**src/rtl/secded2_128_enc.sv**
```systemverilog
// secded2_128_enc: SECDED encoder, 128 data bits -> 137-bit codeword.
// Code layout: [0:127] data, [128+k] Hamming check bit c_k, [136] overall even parity.
// Two-stage valid/ready pipeline: stage 1 holds the data and 16-bit-slice partial
// check XORs; stage 2 does the final reduction and parity and holds the output register.
// Optional build macro SECDED2_ENC_ERRINJ_EN adds i_inj_mask/i_inj_arm. An armed mask is
// captured with its word and XORed into the finished codeword.
module secded2_128_enc #(
    parameter int CNT_W = 32
) (
    input  logic             clk,
    input  logic             reset,
    input  logic             enable,
    input  logic [0:127]     i_data,
    input  logic             i_valid,
    output logic             o_ready,
    output logic [0:136]     o_code,
    output logic             o_valid,
    input  logic             i_ready,
    output logic [CNT_W-1:0] o_enc_count
`ifdef SECDED2_ENC_ERRINJ_EN
    ,
    input  logic [0:136]     i_inj_mask,
    input  logic             i_inj_arm
`endif
);

    // Hamming position of data bit idx. Start from its 1-based rank and skip
    // every power-of-two slot at or below the running position.
    function automatic logic [7:0] data_pos(input int idx);
        int r;
        r = idx + 1;
        for (int k = 0; k < 8; k++) begin
            if ((1 << k) <= r) r = r + 1;
        end
        return 8'(r);
    endfunction

    logic             s1_valid;
    logic [0:127]     s1_data;
    logic [7:0][7:0]  s1_part;     // [check bit k][16-bit data slice]
    logic [7:0][7:0]  part_n;
    logic             s2_valid;
    logic             s2_load;
    logic             in_xfer;
    logic [7:0]       chk;
    logic             par;
    logic [0:136]     code_n;
`ifdef SECDED2_ENC_ERRINJ_EN
    logic [0:136]     s1_mask;
`endif

    assign s2_load = enable & (~s2_valid | i_ready);
    assign o_ready = ~reset & enable & (~s1_valid | ~s2_valid | i_ready);
    assign in_xfer = i_valid & o_ready;
    assign o_valid = s2_valid;

    // Stage-1 partial XOR trees: one bit per (check bit, 16-bit data slice).
    always_comb begin
        logic [7:0] pos;
        part_n = '0;
        for (int s = 0; s < 8; s++) begin
            for (int b = 0; b < 16; b++) begin
                pos = data_pos(s * 16 + b);
                for (int k = 0; k < 8; k++) begin
                    if (pos[k]) part_n[k][s] = part_n[k][s] ^ i_data[s * 16 + b];
                end
            end
        end
    end

    // Stage-2 final reduction, overall parity and optional error-mask injection.
    always_comb begin
        for (int k = 0; k < 8; k++) chk[k] = ^s1_part[k];
        par = (^s1_data) ^ (^chk);
        code_n = '0;
        code_n[0:127] = s1_data;
        for (int k = 0; k < 8; k++) code_n[128 + k] = chk[k];
        code_n[136] = par;
`ifdef SECDED2_ENC_ERRINJ_EN
        code_n = code_n ^ s1_mask;
`endif
    end

    // Stage-1 register; data is captured only on a real transfer-in so idle X never enters.
    always_ff @(posedge clk or posedge reset) begin
        if (reset) begin
            s1_valid <= 1'b0;
            s1_data  <= '0;
            s1_part  <= '0;
`ifdef SECDED2_ENC_ERRINJ_EN
            s1_mask  <= '0;
`endif
        end else if (o_ready) begin
            s1_valid <= i_valid;
            if (in_xfer) begin
                s1_data <= i_data;
                s1_part <= part_n;
`ifdef SECDED2_ENC_ERRINJ_EN
                s1_mask <= i_inj_arm ? i_inj_mask : '0;
`endif
            end
        end
    end

    // Stage-2 / output register; holds during a downstream stall or while disabled.
    always_ff @(posedge clk or posedge reset) begin
        if (reset) begin
            s2_valid <= 1'b0;
            o_code   <= '0;
        end else if (s2_load) begin
            s2_valid <= s1_valid;
            if (s1_valid) o_code <= code_n;
        end
    end

    // Delivered-codeword counter, wraps silently.
    always_ff @(posedge clk or posedge reset) begin
        if (reset) begin
            o_enc_count <= '0;
        end else if (enable & s2_valid & i_ready) begin
            o_enc_count <= o_enc_count + CNT_W'(1);
        end
    end

endmodule

```
**config.mk**
```make
export PLATFORM = sky130hd
export DESIGN_NAME = secded2_128_enc
export DESIGN_NICKNAME = d
export VERILOG_FILES = /design/src/rtl/secded2_128_enc.sv
export SDC_FILE = /design/constraint.sdc
export NUM_CORES = 1
export LEC_CHECK = 0
export CAP_MARGIN = 20
export CORE_ASPECT_RATIO = 1.4
export CORE_MARGIN = 2
export CORE_UTILIZATION = 60
export CTS_CLUSTER_DIAMETER = 120
export DETAILED_ROUTE_END_ITERATION = 8
export DONT_BUFFER_PORTS = 1
export PLACE_DENSITY = 0.74
export REMOVE_ABC_BUFFERS = 1
export SYNTH_ARGS = -nofsm -noshare
export SYNTH_HDL_FRONTEND = slang
export SYNTH_SLANG_ARGS = --single-unit
```
**constraint.sdc**
```tcl
create_clock -name clk -period 16.9 [get_ports clk]
set_input_delay 3.38 -clock clk [delete_from_list [all_inputs] [get_ports clk]]
set_output_delay 3.38 -clock clk [all_outputs]
set_load 0.005 [all_outputs]
```
==> results_tabular.tex <==
\begin{tabular}{lr}
\hline
Metric & Value \\
\hline
\multicolumn{2}{l}{\textbf{Floorplan}} \\
\quad Floorplan die width & 144 µm \\
\quad Total Die Area & just under 30,000 µm² \\
\quad Core region area & about 27,000 µm² \\
\quad Die span in y & around 200 µm \\
\quad Cell Rows & slightly above 70 \\
\quad Ports & about 300 \\
\quad Initial core utilization & 0.611 \\
\multicolumn{2}{l}{\textbf{STA}} \\
\quad Highest clock frequency the design can meet & 128 MHz \\
\quad Endpoints failing hold & 0 \\
\quad Hold Worst Slack & 489 ps \\
\quad Period utilisation layout & 0.463 \\
\quad PnR worst setup slack & $\sim$9100 ps \\
\quad Final period demand of the worst path & just under 8000 ps \\
\quad Number of failing setup endpoints in the final timing report & 0 \\
\quad Worst-case headroom to the max-slew limit & 0.297 \\
\quad Max-slew violations & 0 \\
\quad Transition time of the tightest slew-check pin & around 1100 ps \\
\quad RSZ-0062 raised after global routing & no \\
\quad Total negative slack & 0 ps \\
\quad Maximum clock skew at final layout & between 20 and 30 ps \\
\multicolumn{2}{l}{\textbf{Setup path}} \\
\quad Arr. time, crit path & $\sim$4500 ps \\
\quad Slowest cell on the critical path & sky130\_fd\_sc\_hd\_\_inv\_8 \\
\quad Critical Path Start Type & primary input \\
\quad Crit path max fanout & between 100 and 150 \\
\quad Class of the most critical setup path & primary input to primary output \\
\quad Highest cell delay on the worst timing path & 520 ps \\
\quad Worst-path cell chain & inv\_8, nand2\_1, a21oi\_1 \\
\quad Critical Path End Type & primary output \\
\quad Required arrival time at the worst endpoint & $\sim$14,000 ps \\
\multicolumn{2}{l}{\textbf{Synthesis}} \\
\quad Share of synthesized area occupied by flip-flops and latches & 0.525 \\
\quad Number of storage elements in the synthesis netlist & 346 \\
\quad Syn. warnings & 0 \\
\quad Average footprint of a synthesized cell & 10.9 µm² \\
\quad Combined area of all synthesized cells & approximately 16,000 µm² \\
\quad Syn Inst Count & about 1,500 \\
\quad Count of unique library cells instantiated by Yosys & 22 \\
\multicolumn{2}{l}{\textbf{Cells and area}} \\
\quad Final standard cell area without fillers & about 18,000 µm² \\
\quad Diode insertion count for antenna repair & 0 \\
\quad Fraction of final layout cells sized beyond drive strength 1 & 0.134 \\
\quad Nets & between 1,500 and 2,000 \\
\quad Final Core Density & 0.666 \\
\quad Final cell count without fillers & between 1,500 and 2,000 \\
\quad P\&R area growth vs syn & 9.00\% \\
\multicolumn{2}{l}{\textbf{Placed design}} \\
\quad Number of buffers inserted by port buffering & 0 \\
\quad Placed wire-length estimate after detailed placement & around 26,000 µm \\
\quad Final RePlAce weighted congestion & around 0.85 \\
\quad Placement Cell Area & 16,800 µm² \\
\quad Placed Cells incl. Taps & 1,834 \\
\quad Pre-CTS worst setup slack & 8990 ps \\
\multicolumn{2}{l}{\textbf{Pwr}} \\
\quad Pwr/cell area & 200 nW/µm² \\
\quad P\_leak & between 8 and 9 nW \\
\quad Highest ir drop seen on vdd & around 300 µV \\
\quad Post-layout power & approximately 3.6 mW \\
\multicolumn{2}{l}{\textbf{CTS}} \\
\quad Number of buffers inserted by post-CTS setup repair & 0 \\
\quad Clock root buffer & sky130\_fd\_sc\_hd\_\_clkbuf\_16 \\
\quad Post-CTS Hold Fix Bufs & 0 \\
\quad Number of buffers inserted during clock tree synthesis & 35 \\
\quad Buffer levels on the longest clock path & 3 \\
\quad Register clock-pin slew on the reported worst setup and hold paths & 60 ps \\
\quad CTS H-Tree Depth & 2 \\
\quad Sinks on the clock net & between 300 and 400 \\
\quad Later-pin clock latency in the skew report & approximately 540 ps \\
\quad Number of resized instances in the post-cts repair step & 0 \\
\quad Clock tree from TritonCTS & done \\
\multicolumn{2}{l}{\textbf{Routing}} \\
\quad Initial DRC Count & approximately 440 \\
\quad Vias per Instance & 5.28 \\
\quad Final routed DRC violation total & 0 \\
\quad Detailed-route wire length per cell & approximately 19 µm \\
\quad Length of the first detailed-routing pass in iterations & 5 \\
\quad Routed wire length & $\sim$36,000 µm \\
\quad Detailed-route via count & between 9,000 and 10,000 \\
\quad Remaining number of nets flagged by the antenna check after routing & 0 \\
\multicolumn{2}{l}{\textbf{GRT}} \\
\quad Initial antenna violation count & 0 \\
\quad Total grt overflow & 0 \\
\quad Largest net degree at the start of global routing & 168 \\
\quad Wire length of the first global-routing pass & roughly 57,000 µm \\
\quad Number of global-route vias before repair & between 10,000 and 15,000 \\
\quad Overall fraction of global-route tracks in use & 0.251 \\
\multicolumn{2}{l}{\textbf{Flow run}} \\
\quad MaxCap Viol Count & 0 \\
\multicolumn{2}{l}{\textbf{Outcome}} \\
\quad Run status & finished clean \\
\multicolumn{2}{l}{\textbf{Worst hold path}} \\
\quad Class of the tightest hold or removal check & flop to flop \\
\hline
\end{tabular}
## cells by family (layout without fill, tap and decap cells)
group / count (synthesis) / after routing / synth area share
xor+xnor: 420 / 420 / 0.233
fa+ha+maj: 1 / 1 / 0.000758
mux: 138 / 138 / 0.0942
buf+inv: 58 / 69 / 0.0132
compound gates: 39 / 39 / 0.0118
flops: 346 / 346 / 0.525
simple gates: 514 / 514 / 0.122
## critical path: cells and delay by family
kind	cells	cell delay [ps]
simple gates	1	160
compound gates	1	370
buf+inv	1	520
## layer usage
metal	up-vias	global-route usage	wire length (µm)
li1	4761	-	-
met1	4894	0.288	13600
met2	264	0.444	18500
met3	63	0.0758	2770
met4	0	0.0801	1050
met5	-	0	0
## state kept, by name (all words and copies together) (netlist names)
signal,flops
o_valid,1
s1_valid,1
s1_data,128
s1_part,47
o_enc_count,32
o_code,137
## cells in the mapped netlist
| master | instances | area, µm² |
|---|---|---|
| sky130_fd_sc_hd__and3_1 | 8 | 50.1 |
| sky130_fd_sc_hd__xnor3_1 | 12 | 270 |
| sky130_fd_sc_hd__nor2b_1 | 2 | 12.5 |
| sky130_fd_sc_hd__nand2_1 | 468 | 1760 |
| sky130_fd_sc_hd__clkbuf_1 | 53 | 199 |
| sky130_fd_sc_hd__buf_1 | 2 | 7.51 |
| sky130_fd_sc_hd__nor3_1 | 1 | 5.00 |
| sky130_fd_sc_hd__nand3_1 | 12 | 60.1 |
| sky130_fd_sc_hd__inv_1 | 3 | 11.3 |
| sky130_fd_sc_hd__and2_1 | 4 | 25.0 |
| sky130_fd_sc_hd__and4_1 | 3 | 26.3 |
| sky130_fd_sc_hd__dfrtp_1 | 346 | 8660 |
| sky130_fd_sc_hd__xnor2_2 | 1 | 16.3 |
| sky130_fd_sc_hd__and2_0 | 1 | 6.26 |
| sky130_fd_sc_hd__nor2_1 | 11 | 41.3 |
| sky130_fd_sc_hd__mux2_2 | 138 | 1550 |
| sky130_fd_sc_hd__xor2_1 | 72 | 631 |
| sky130_fd_sc_hd__o21ai_0 | 36 | 180 |
| sky130_fd_sc_hd__a21oi_1 | 3 | 15.0 |
| sky130_fd_sc_hd__nand4_1 | 4 | 25.0 |
| sky130_fd_sc_hd__xnor2_1 | 335 | 2930 |
| sky130_fd_sc_hd__ha_1 | 1 | 12.5 |
## layout by cell type, fill, tap and decap left out, types with 2 or more instances in the layout
master	count
sky130_fd_sc_hd__xnor2_1	335
sky130_fd_sc_hd__clkinv_2	2
sky130_fd_sc_hd__nand4_1	4
sky130_fd_sc_hd__dfrtp_1	346
sky130_fd_sc_hd__clkbuf_1	5
sky130_fd_sc_hd__and2_1	3
sky130_fd_sc_hd__a21oi_1	3
sky130_fd_sc_hd__clkbuf_8	10
sky130_fd_sc_hd__bufinv_16	2
sky130_fd_sc_hd__o21ai_0	36
sky130_fd_sc_hd__and4_1	3
sky130_fd_sc_hd__nor2_1	10
sky130_fd_sc_hd__and3_1	8
sky130_fd_sc_hd__inv_6	3
sky130_fd_sc_hd__inv_1	2
sky130_fd_sc_hd__xnor3_1	12
sky130_fd_sc_hd__nand2_1	467
sky130_fd_sc_hd__buf_4	7
sky130_fd_sc_hd__nand3_1	12
sky130_fd_sc_hd__xor2_1	72
sky130_fd_sc_hd__clkbuf_16	35
sky130_fd_sc_hd__nor2b_1	2
sky130_fd_sc_hd__mux2_2	138
## final timing paths
kind                            cells after the start               to  slack, ps   startpoint
worst max-delay path                                3          o_ready       9070        reset
worst min-delay path                                2      s1_part[53]        490  s1_part[53]
worst max register to register                      6      s1_part[26]      13520      o_valid
worst min register to register                      2      s1_part[53]        490  s1_part[53]
max in group asynchronous                           2       o_code[67]      12630        reset
min in group asynchronous                           1  o_enc_count[21]       2850        reset
## report_power, final
part           internal (mW)  switching (mW)  total (mW)  leakage (nW)
Combinational          0.899           0.560        1.46          3.34
Sequential              1.11           0.262        1.37          4.34
Clock                  0.455           0.317       0.772         0.559
Total                   2.47            1.14        3.60          8.24
## area by class of cell
type	count	area (µm²)
fillers	2144	9020
flip-flops and latches	346	8660
well taps	365	457
clock inverters	8	104
clock buffers	50	1030
multi-input cells	1112	7640
inverters	3	18.8
repair buffers	8	72.6
Power figures use the tool's default switching activity.
